## src/rtl/mem_arbiter.sv

```systemverilog
// mem_arbiter: merges the core's instruction and data word ports onto one
// 64-bit burst memory port. Every transaction reads the whole line; stores
// merge their bytes into the line buffer and write the line back.
module mem_arbiter #(
  parameter int unsigned BEATS = 4
) (
  input  logic        clk,
  input  logic        rst,

  input  logic        instr_read,
  input  logic [31:0] instr_mem_address,
  output logic        instr_mem_resp,
  output logic [31:0] instr_mem_rdata,

  input  logic        data_read,
  input  logic        data_write,
  input  logic [3:0]  data_mbe,
  input  logic [31:0] data_mem_address,
  input  logic [31:0] data_mem_wdata,
  output logic        data_mem_resp,
  output logic [31:0] data_mem_rdata,

  output logic        pmem_read,
  output logic        pmem_write,
  output logic [31:0] pmem_address,
  output logic [63:0] pmem_wdata,
  input  logic        pmem_resp,
  input  logic [63:0] pmem_rdata
);

  localparam int unsigned BW  = (BEATS > 1) ? $clog2(BEATS) : 1;
  localparam int unsigned OFS = BW + 3;

  typedef enum logic [1:0] {
    IDLE,
    RD_BURST,
    WR_BURST,
    RESP
  } state_t;

  state_t state, state_d;

  logic [BW-1:0]             beat;
  logic [BEATS-1:0][63:0]    line;
  logic [BEATS-1:0][63:0]    line_d;

  // Latched transaction; address bits [1:0] are never needed.
  logic                      txn_data;
  logic                      txn_write;
  logic [31:2]               txn_addr;
  logic [3:0]                txn_mbe;
  logic [31:0]               txn_wdata;

  // fair: instr wins the next arbitration once.
  // waited: instr_read has been high for every cycle of the current data grant.
  logic                      fair;
  logic                      waited;

  logic [31:0]               instr_rdata_q;
  logic [31:0]               data_rdata_q;

  logic                      data_req;
  logic                      grant_instr;
  logic                      grant_data;
  logic                      last_beat;
  logic [BW-1:0]             tgt_beat;
  logic [31:0]               resp_word;
  logic [63:0]               merge_mask;
  logic [63:0]               merge_data;
  logic [7:0]                lane_en;

  logic                      unused_addr_lsb;
  assign unused_addr_lsb = ^{instr_mem_address[1:0], data_mem_address[1:0]};

  assign data_req    = data_read | data_write;
  assign grant_instr = instr_read & (fair | ~data_req);
  assign grant_data  = data_req & ~(fair & instr_read);
  assign last_beat   = pmem_resp && (beat == BW'(BEATS - 1));
  assign tgt_beat    = txn_addr[OFS-1:3];
  assign resp_word   = txn_addr[2] ? line[tgt_beat][63:32] : line[tgt_beat][31:0];

  // Byte-lane write mask and positioned store data for the line merge
  always_comb begin
    lane_en    = txn_addr[2] ? {txn_mbe, 4'b0000} : {4'b0000, txn_mbe};
    merge_data = txn_addr[2] ? {txn_wdata, 32'h0} : {32'h0, txn_wdata};
    merge_mask = '0;
    for (int unsigned i = 0; i < 8; i++) begin
      merge_mask[i*8 +: 8] = {8{lane_en[i]}};
    end
  end

  // Next line buffer: capture read beats; on the final read beat of a store,
  // merge in the same cycle so the first write beat already carries it.
  always_comb begin
    line_d = line;
    if (state == RD_BURST && pmem_resp) begin
      line_d[beat] = pmem_rdata;
      if (last_beat && txn_write) begin
        line_d[tgt_beat] = (line_d[tgt_beat] & ~merge_mask) | (merge_data & merge_mask);
      end
    end
  end

  // State register
  always_ff @(posedge clk or negedge rst) begin
    if (!rst) begin
      state <= IDLE;
    end else begin
      state <= state_d;
    end
  end

  // Next-state logic
  always_comb begin
    state_d = state;
    unique case (state)
      IDLE: begin
        if (grant_instr || grant_data) begin
          state_d = RD_BURST;
        end
      end
      RD_BURST: begin
        if (last_beat) begin
          state_d = (txn_write && txn_mbe != '0) ? WR_BURST : RESP;
        end
      end
      WR_BURST: begin
        if (last_beat) begin
          state_d = RESP;
        end
      end
      RESP: state_d = IDLE;
      default: state_d = IDLE;
    endcase
  end

  // Transaction latch, beat counter, line buffer, fairness and held rdata
  always_ff @(posedge clk or negedge rst) begin
    if (!rst) begin
      beat          <= '0;
      line          <= '0;
      txn_data      <= 1'b0;
      txn_write     <= 1'b0;
      txn_addr      <= '0;
      txn_mbe       <= '0;
      txn_wdata     <= '0;
      fair          <= 1'b0;
      waited        <= 1'b0;
      instr_rdata_q <= '0;
      data_rdata_q  <= '0;
    end else begin
      line <= line_d;
      unique case (state)
        IDLE: begin
          if (grant_instr || grant_data) begin
            txn_data  <= grant_data;
            txn_write <= grant_data & data_write;
            txn_addr  <= grant_data ? data_mem_address[31:2] : instr_mem_address[31:2];
            txn_mbe   <= grant_data ? data_mbe : '0;
            txn_wdata <= grant_data ? data_mem_wdata : '0;
            beat      <= '0;
            waited    <= grant_data & instr_read;
            fair      <= 1'b0;
          end
        end
        RD_BURST, WR_BURST: begin
          if (pmem_resp) begin
            beat <= last_beat ? '0 : beat + 1'b1;
          end
          waited <= waited & instr_read;
        end
        RESP: begin
          fair <= txn_data & waited & instr_read;
          if (txn_data) begin
            data_rdata_q <= resp_word;
          end else begin
            instr_rdata_q <= resp_word;
          end
        end
        default: ;
      endcase
    end
  end

  // Outputs decoded from state and registers only
  always_comb begin
    pmem_read       = (state == RD_BURST);
    pmem_write      = (state == WR_BURST);
    pmem_address    = (state == RD_BURST || state == WR_BURST)
                      ? {txn_addr[31:OFS], {OFS{1'b0}}} : '0;
    pmem_wdata      = (state == WR_BURST) ? line[beat] : '0;
    instr_mem_resp  = (state == RESP) && !txn_data;
    data_mem_resp   = (state == RESP) && txn_data;
    instr_mem_rdata = instr_mem_resp ? resp_word : instr_rdata_q;
    data_mem_rdata  = data_mem_resp ? resp_word : data_rdata_q;
  end

endmodule

```

## config.mk

```make
export PLATFORM = sky130hd
export DESIGN_NAME = mem_arbiter
export DESIGN_NICKNAME = d
export VERILOG_FILES = /design/src/rtl/mem_arbiter.sv
export SDC_FILE = /design/constraint.sdc
export NUM_CORES = 1
export LEC_CHECK = 0
export CORE_MARGIN = 1.5
export CORE_UTILIZATION = 28
export CTS_CLUSTER_DIAMETER = 40
export DETAILED_ROUTE_END_ITERATION = 6
export PLACE_DENSITY = 0.52
export SLEW_MARGIN = 10
export SYNTH_ARGS = -nofsm -noshare
export SYNTH_HDL_FRONTEND = slang
export SYNTH_SLANG_ARGS = --single-unit
export TNS_END_PERCENT = 20
```

## constraint.sdc

```tcl
create_clock -name clk -period 3.7 [get_ports clk]
set_clock_uncertainty 0.2 [all_clocks]
set_input_delay 0.74 -clock clk [delete_from_list [all_inputs] [get_ports clk]]
set_output_delay 0.74 -clock clk [all_outputs]
set_load 0.02 [all_outputs]
```

==> flow_summary.ini, run 1 <==
[detailed_routing]
routed_wirelength_um = 98100
dr.pass1.iters = 7
viasPerCell = 5.66
vias = 21500
drt-initial-drc-count = 1960
remaining_drc_errors = 8
wl_per_cell_um = 25.9
postRouteAntennaNets = 0

[worst_setup_path]
cp_slowest_cell = mux4_2
endpoint = pmem_wdata[7]
cp.required_ns = 2.76
r2r_end = line[228]
critical_path_class = register to output pin
crit_start = beat[0]
crit_path_end_kind = output pin
cp.arrival_ns = 2.77
cp_max_fo = 10
r2r_slack_ns = 0.44
start_kind = register
rr_startpoint = beat[0]
cp_slowest_stage_delay_ns = 0.57
crit_chain = buf_6 > mux4_2 > and2_1 > clkdlybuf4s50_1
r2r.worst_path.cells = 7

[floorplanning]
io_pins = 334
num_rows = 104
die_area_mm2 = 0.0838
fp.dieW_um = 290
start_util = 0.284
die_height_um = 290
core_mm2 = 0.0809

[synth]
synth_ff_type = dfrtp_1
ys_types = 68
synthesis.area_mm2 = 0.0230
synth_area_per_cell_um2 = 9.98
synthCells = 2303
yosysWarnings = 0
synth.top_cell.area_share = 0.429
synth_top_area_cell = dfrtp_1
synth_edf_count = 0
async_flop_share = 1.00
synth-seq-cells = 394
synthTopCellsByArea = dfrtp_1 (43%), mux2i_1 (8.5%), mux4_2 (6.3%)
synth_seq_area_share = 0.429

[clocking]
path_clk_slew_ns = 0.05
cts_max_level = 3
cts_tree = yes
clk_latency_ns = 0.66
numClockSinks = 394
numCtsBuffers = 89
root_buffer = clkbuf_16
cts_buffer_depth = 3

[timing]
hold_violations = 0
worst_slack_ns = -0.0147
worst-slew-pin-transition_ns = 1.16
fin_crit_ns = 3.71
drv_slew = 0
finalCritPeriodShare = 1.00
fmax_mhz = 269
rsz0062_at_grt = true
setup_viol = 1
slew-limit-headroom = 0.219

[global_routing]
grt_usage = 0.229
grt_pass1_wl_um = 143000
antenna_found_initial = 13
grt_max_degree = 81
overflow = 0
grt_pass1_vias = 21700

[final_layout]
synthToLayoutAreaGrowth_pct = 35.9
final_util = 0.386
fillers = 7942
final_nets = 2835
drive_above_1_share = 0.200

[pwr]
ir_worst_vdd_mv = 0.513
p_leak_nw = 13.3
total_power_mw = 30.8
p_per_area_mw_per_mm2 = 986

[place]
gp_congestion = 0.869
io_buffer_count = 324
dp_slack_ns = 0.185
dpl.hpwl_um = 65600

[status]
violations = DRC, setup timing
status = complete, but fails checks

[min_path]
hp-class = register to register

[job]
maxCapViolations = 0
## registers in the layout, summed over array words and instances, names as in the netlist
register	count
beat	2
data_rdata_q	32
fair	1
instr_rdata_q	32
line	256
state	2
txn_addr	30
txn_data	1
txn_mbe	4
txn_wdata	32
txn_write	1
waited	1
## critical path, delay by kind of cell, from the launching register on
family | cells | cell delay (ns)
muxes | 1 | 0.57
and+or+nand+nor | 1 | 0.20
DFF | 1 | 0.56
buffers and inverters | 2 | 0.79
## worst min path at each step
stage | from | cells after the start | to
CTS | txn_addr[24] | 2 | txn_addr[24]
global placement | txn_addr[23] | 2 | txn_addr[23]
detailed placement | txn_addr[24] | 2 | txn_addr[24]
global route | txn_addr[28] | 2 | txn_addr[28]
finish | txn_addr[24] | 2 | txn_addr[24]
floorplan | rst | 0 | beat[0]
## repair_timing
item / CTS / global route
hold endpoints to repair: 71 / 0
endpoints found under the setup margin: 118 / 42
hold buffers: 1 / 0
pin swaps: 1 / 0
setup buffers: 8 / 0
cloned: 1 / 0
gates resized for setup: 113 / 48
## final cells by class
cell class                      count  area, um2  share of cell area
Multi-Input combinational cell   1670      12100               0.388
Sequential cell                   394       9870               0.316
Timing Repair Buffer              452       4460               0.143
Clock buffer                      113       2460              0.0787
Tap cell                         1060       1330              0.0424
Clock inverter                     52        811              0.0259
Inverter                           49        184             0.00589
Antenna cell                        3       7.51            0.000240
## metal layers
metal | part of all wire | global-route usage
met1 | 0.40 | 0.288
met2 | 0.46 | 0.366
met3 | 0.099 | 0.0730
met4 | 0.037 | 0.0874
met5 | 0.0012 | 0
## cells by family (layout without fill, tap and decap cells)
group                      after synthesis  in the layout  synth area share
AOI/OAI and AO/OA                      624            624             0.206
adders and majority gates                9              9           0.00490
buffers and inverters                  244            666            0.0483
DFF                                    394            394             0.429
muxes                                  284            284             0.160
other                                    1              8          0.000163
and+or+nand+nor                        747            748             0.152
## power by group
part | leakage [nW] | total, mW | switching [mW] | internal [mW]
clock network | 1.56 | 8.56 | 2.84 | 5.72
logic | 7.06 | 13.8 | 7.67 | 6.15
registers | 4.66 | 8.41 | 1.97 | 6.44
## synthesized netlist by cell type, drive strengths merged (21+ instances only)
cell and n:
inv 49, a21oi 115, a22oi 64, mux2i 196, a211oi 21, a222oi 24, o21ai 128, mux2 24
nor2 233, nand3 22, dfrtp 394, o221a 83, nand4 23, buf 104, mux4 64, nor3 51
a2111oi 22, o22ai 90, clkbuf 91, nand2 250, and2 97
## per-stage QoR
stage | cell area, um2 | hold WS (ns) | setup TNS [ns] | std cells
CTS | 31200 | 0.273 | -0.118 | 3790
floorplan | 23000 | 0.242 | 0 | 2307
detailed placement | 27900 | 0.263 | 0 | 3615
global route | 31200 | 0.288 | -0.152 | 3790
finish | 31200 | 0.264 | -0.0147 | 3793
global placement | 27900 | 0.256 | 0 | 3615
## placed cells by master, fill, tap and decap left out, types with 64 or more instances in the layout
| cell | count |
|---|---|
| dfrtp_1 | 389 |
| nand2_1 | 249 |
| nor2_1 | 228 |
| clkdlybuf4s50_1 | 211 |
| mux2i_1 | 196 |
| a21oi_1 | 110 |
| o21ai_0 | 109 |
| and2_1 | 96 |
| buf_4 | 95 |
| o22ai_1 | 90 |
| clkbuf_16 | 90 |
| o221a_2 | 83 |
| dlygate4sd2_1 | 78 |
| a22oi_1 | 64 |
| mux4_2 | 64 |
Note: power is estimated with default switching activity, not from simulation.
==> run 2: changes to the inputs <==
--- a/config.mk
+++ b/config.mk
@@ -8,7 +8,9 @@
 export CORE_MARGIN = 1.5
 export CORE_UTILIZATION = 28
 export CTS_CLUSTER_DIAMETER = 40
+export CTS_CLUSTER_SIZE = 20
 export DETAILED_ROUTE_END_ITERATION = 6
+export GPL_TIMING_DRIVEN = 0
 export PLACE_DENSITY = 0.52
 export SLEW_MARGIN = 10
 export SYNTH_ARGS = -nofsm -noshare
==> flow_summary.ini, run 2 (synthesized netlist as in run 1, its figures left out) <==
[clocking]
cts_max_level = 3
numCtsBuffers = 87
path_clk_slew_ns = 0.05
cts_tree = yes
cts_buffer_depth = 3
clk_latency_ns = 0.64
root_buffer = clkbuf_16
numClockSinks = 394

[final_layout]
fillers = 8038
regArea_mm2 = 0.00986
final_common_cell = dfrtp_1
most-common-layout-cells = dfrtp_1 (393), nand2_1 (246), nor2_1 (229)
drive_above_1_share = 0.214
multi_input_area_mm2 = 0.0121
final_nets = 2900
largest_reg_flops = 256
synthToLayoutAreaGrowth_pct = 35.2
largest-register = line

[floorplanning]
die_height_um = 290
start_util = 0.284
io_pins = 334
core_mm2 = 0.0809
die_area_mm2 = 0.0838
fp.dieW_um = 290
num_rows = 104

[place]
dp_slack_ns = -0.728
dpl.hpwl_um = 80800
io_buffer_count = 322
gp_congestion = 0.955

[global_routing]
grt_pass1_vias = 23000
grt_usage = 0.270
grt_max_degree = 105
overflow = 0
grt_pass1_wl_um = 164000
antenna_found_initial = 6

[worst_setup_path]
cp.arrival_ns = 2.78
cp_max_fo = 10
critical_path_class = register to output pin
cp.required_ns = 2.76
start_kind = register
crit_path_end_kind = output pin

[timing]
finalCritPeriodShare = 1.01
drv_slew = 0
hold_violations = 0
worst-slew-pin-transition_ns = 1.35
slew-limit-headroom = 0.0927
worst_slack_ns = -0.0249
fin_crit_ns = 3.72
rsz0062_at_grt = true
fmax_mhz = 268
setup_viol = 1

[min_path]
hp-class = register to register

[detailed_routing]
drt-initial-drc-count = 2698
remaining_drc_errors = 0
wl_per_cell_um = 29.8
viasPerCell = 5.83
routed_wirelength_um = 115000
vias = 22500
dr.pass1.iters = 7
postRouteAntennaNets = 0

[status]
status = complete, but fails checks
violations = setup timing

[pwr]
ir_worst_vdd_mv = 0.436
total_power_mw = 31.5
p_leak_nw = 13.4
p_per_area_mw_per_mm2 = 1010

[job]
maxCapViolations = 0
-- run 2: cell types whose count changed in the layout (fill, tap and decap cells not counted), sizes merged --
cell,before,now
and2,98,97
buf,129,116
bufinv,14,11
clkbuf,123,225
clkdlybuf4s15,4,27
clkdlybuf4s50,211,194
clkinv,24,23
clkinvlp,11,12
diode,3,1
dlygate4sd2,78,37
dlymetal6s2s,18,28
-- run 2: routing by layer --
layer / global-route usage / part of all wire / wire (um) / up-vias
li1: - / - / - / 9444
met1: 0.348 / 0.40 / 45500 / 11200
met2: 0.413 / 0.45 / 51200 / 1461
met3: 0.0724 / 0.10 / 12000 / 335
met4: 0.142 / 0.052 / 5940 / 8
met5: 0 / 0.00038 / 43 / -
-- run 2: final cells by class --
type / count / area share
clock buffers: 109 / 0.0772
diodes: 1 / 0.0000805
well taps: 1060 / 0.0427
clock inverters: 49 / 0.0202
inverters: 49 / 0.00592
plain buffers: 193 / 0.0433
repair buffers: 327 / 0.104
flip-flops and latches: 394 / 0.317
multi-input cells: 1669 / 0.390
-- run 2: per-stage QoR --
| step | TNS (ns) | hold WS (ns) | area, um2 | std cells | util |
|---|---|---|---|---|---|
| 6_report | -0.0249 | 0.265 | 31100 | 3851 | 0.384 |
| 5_1_grt | -0.147 | 0.299 | 31100 | 3851 | 0.384 |
| 4_1_cts | -1.54 | 0.276 | 31100 | 3850 | 0.384 |
| 3_5_place_dp | -88.23 | 0.266 | 27700 | 3693 | 0.342 |
| 3_3_place_gp | -6658.02 | 0.256 | 27600 | 3689 | 0.340 |
| 2_1_floorplan | 0 | 0.242 | 23000 | 2307 | - |
-- run 2: final timing paths --
check	from	to	slack [ns]	depth (start not counted)
max in group asynchronous	rst	txn_wdata[2]	0.92	6
setup / recovery	beat[1]	pmem_wdata[32]	-0.02	5
hold / removal	instr_rdata_q[30]	instr_rdata_q[30]	0.26	2
min in group asynchronous	rst	txn_addr[10]	0.49	3
setup reg to reg	beat[1]	line[71]	0.02	8
hold reg to reg	instr_rdata_q[30]	instr_rdata_q[30]	0.26	2
-- run 2: repair_timing --
action,CTS,global route
gates resized for setup,340,142
setup buffers,0,0
endpoints found under the setup margin,309,142
hold endpoints to repair,90,0
hold buffers,1,0
-- run 2: report_power, final --
part | internal [mW] | total [mW] | leakage [nW] | switching (mW)
combinational | 6.33 | 15.0 | 7.28 | 8.67
sequential | 6.43 | 8.38 | 4.67 | 1.95
clock | 5.36 | 8.08 | 1.46 | 2.72
-- run 2: worst max-delay path: stages, from the launching register on --
cell and delay (ns):
dfrtp_1 0.48, clkbuf_8 0.28, clkbuf_4 0.30, mux4_2 0.35
and2_1 0.19, clkdlybuf4s50_1 0.54
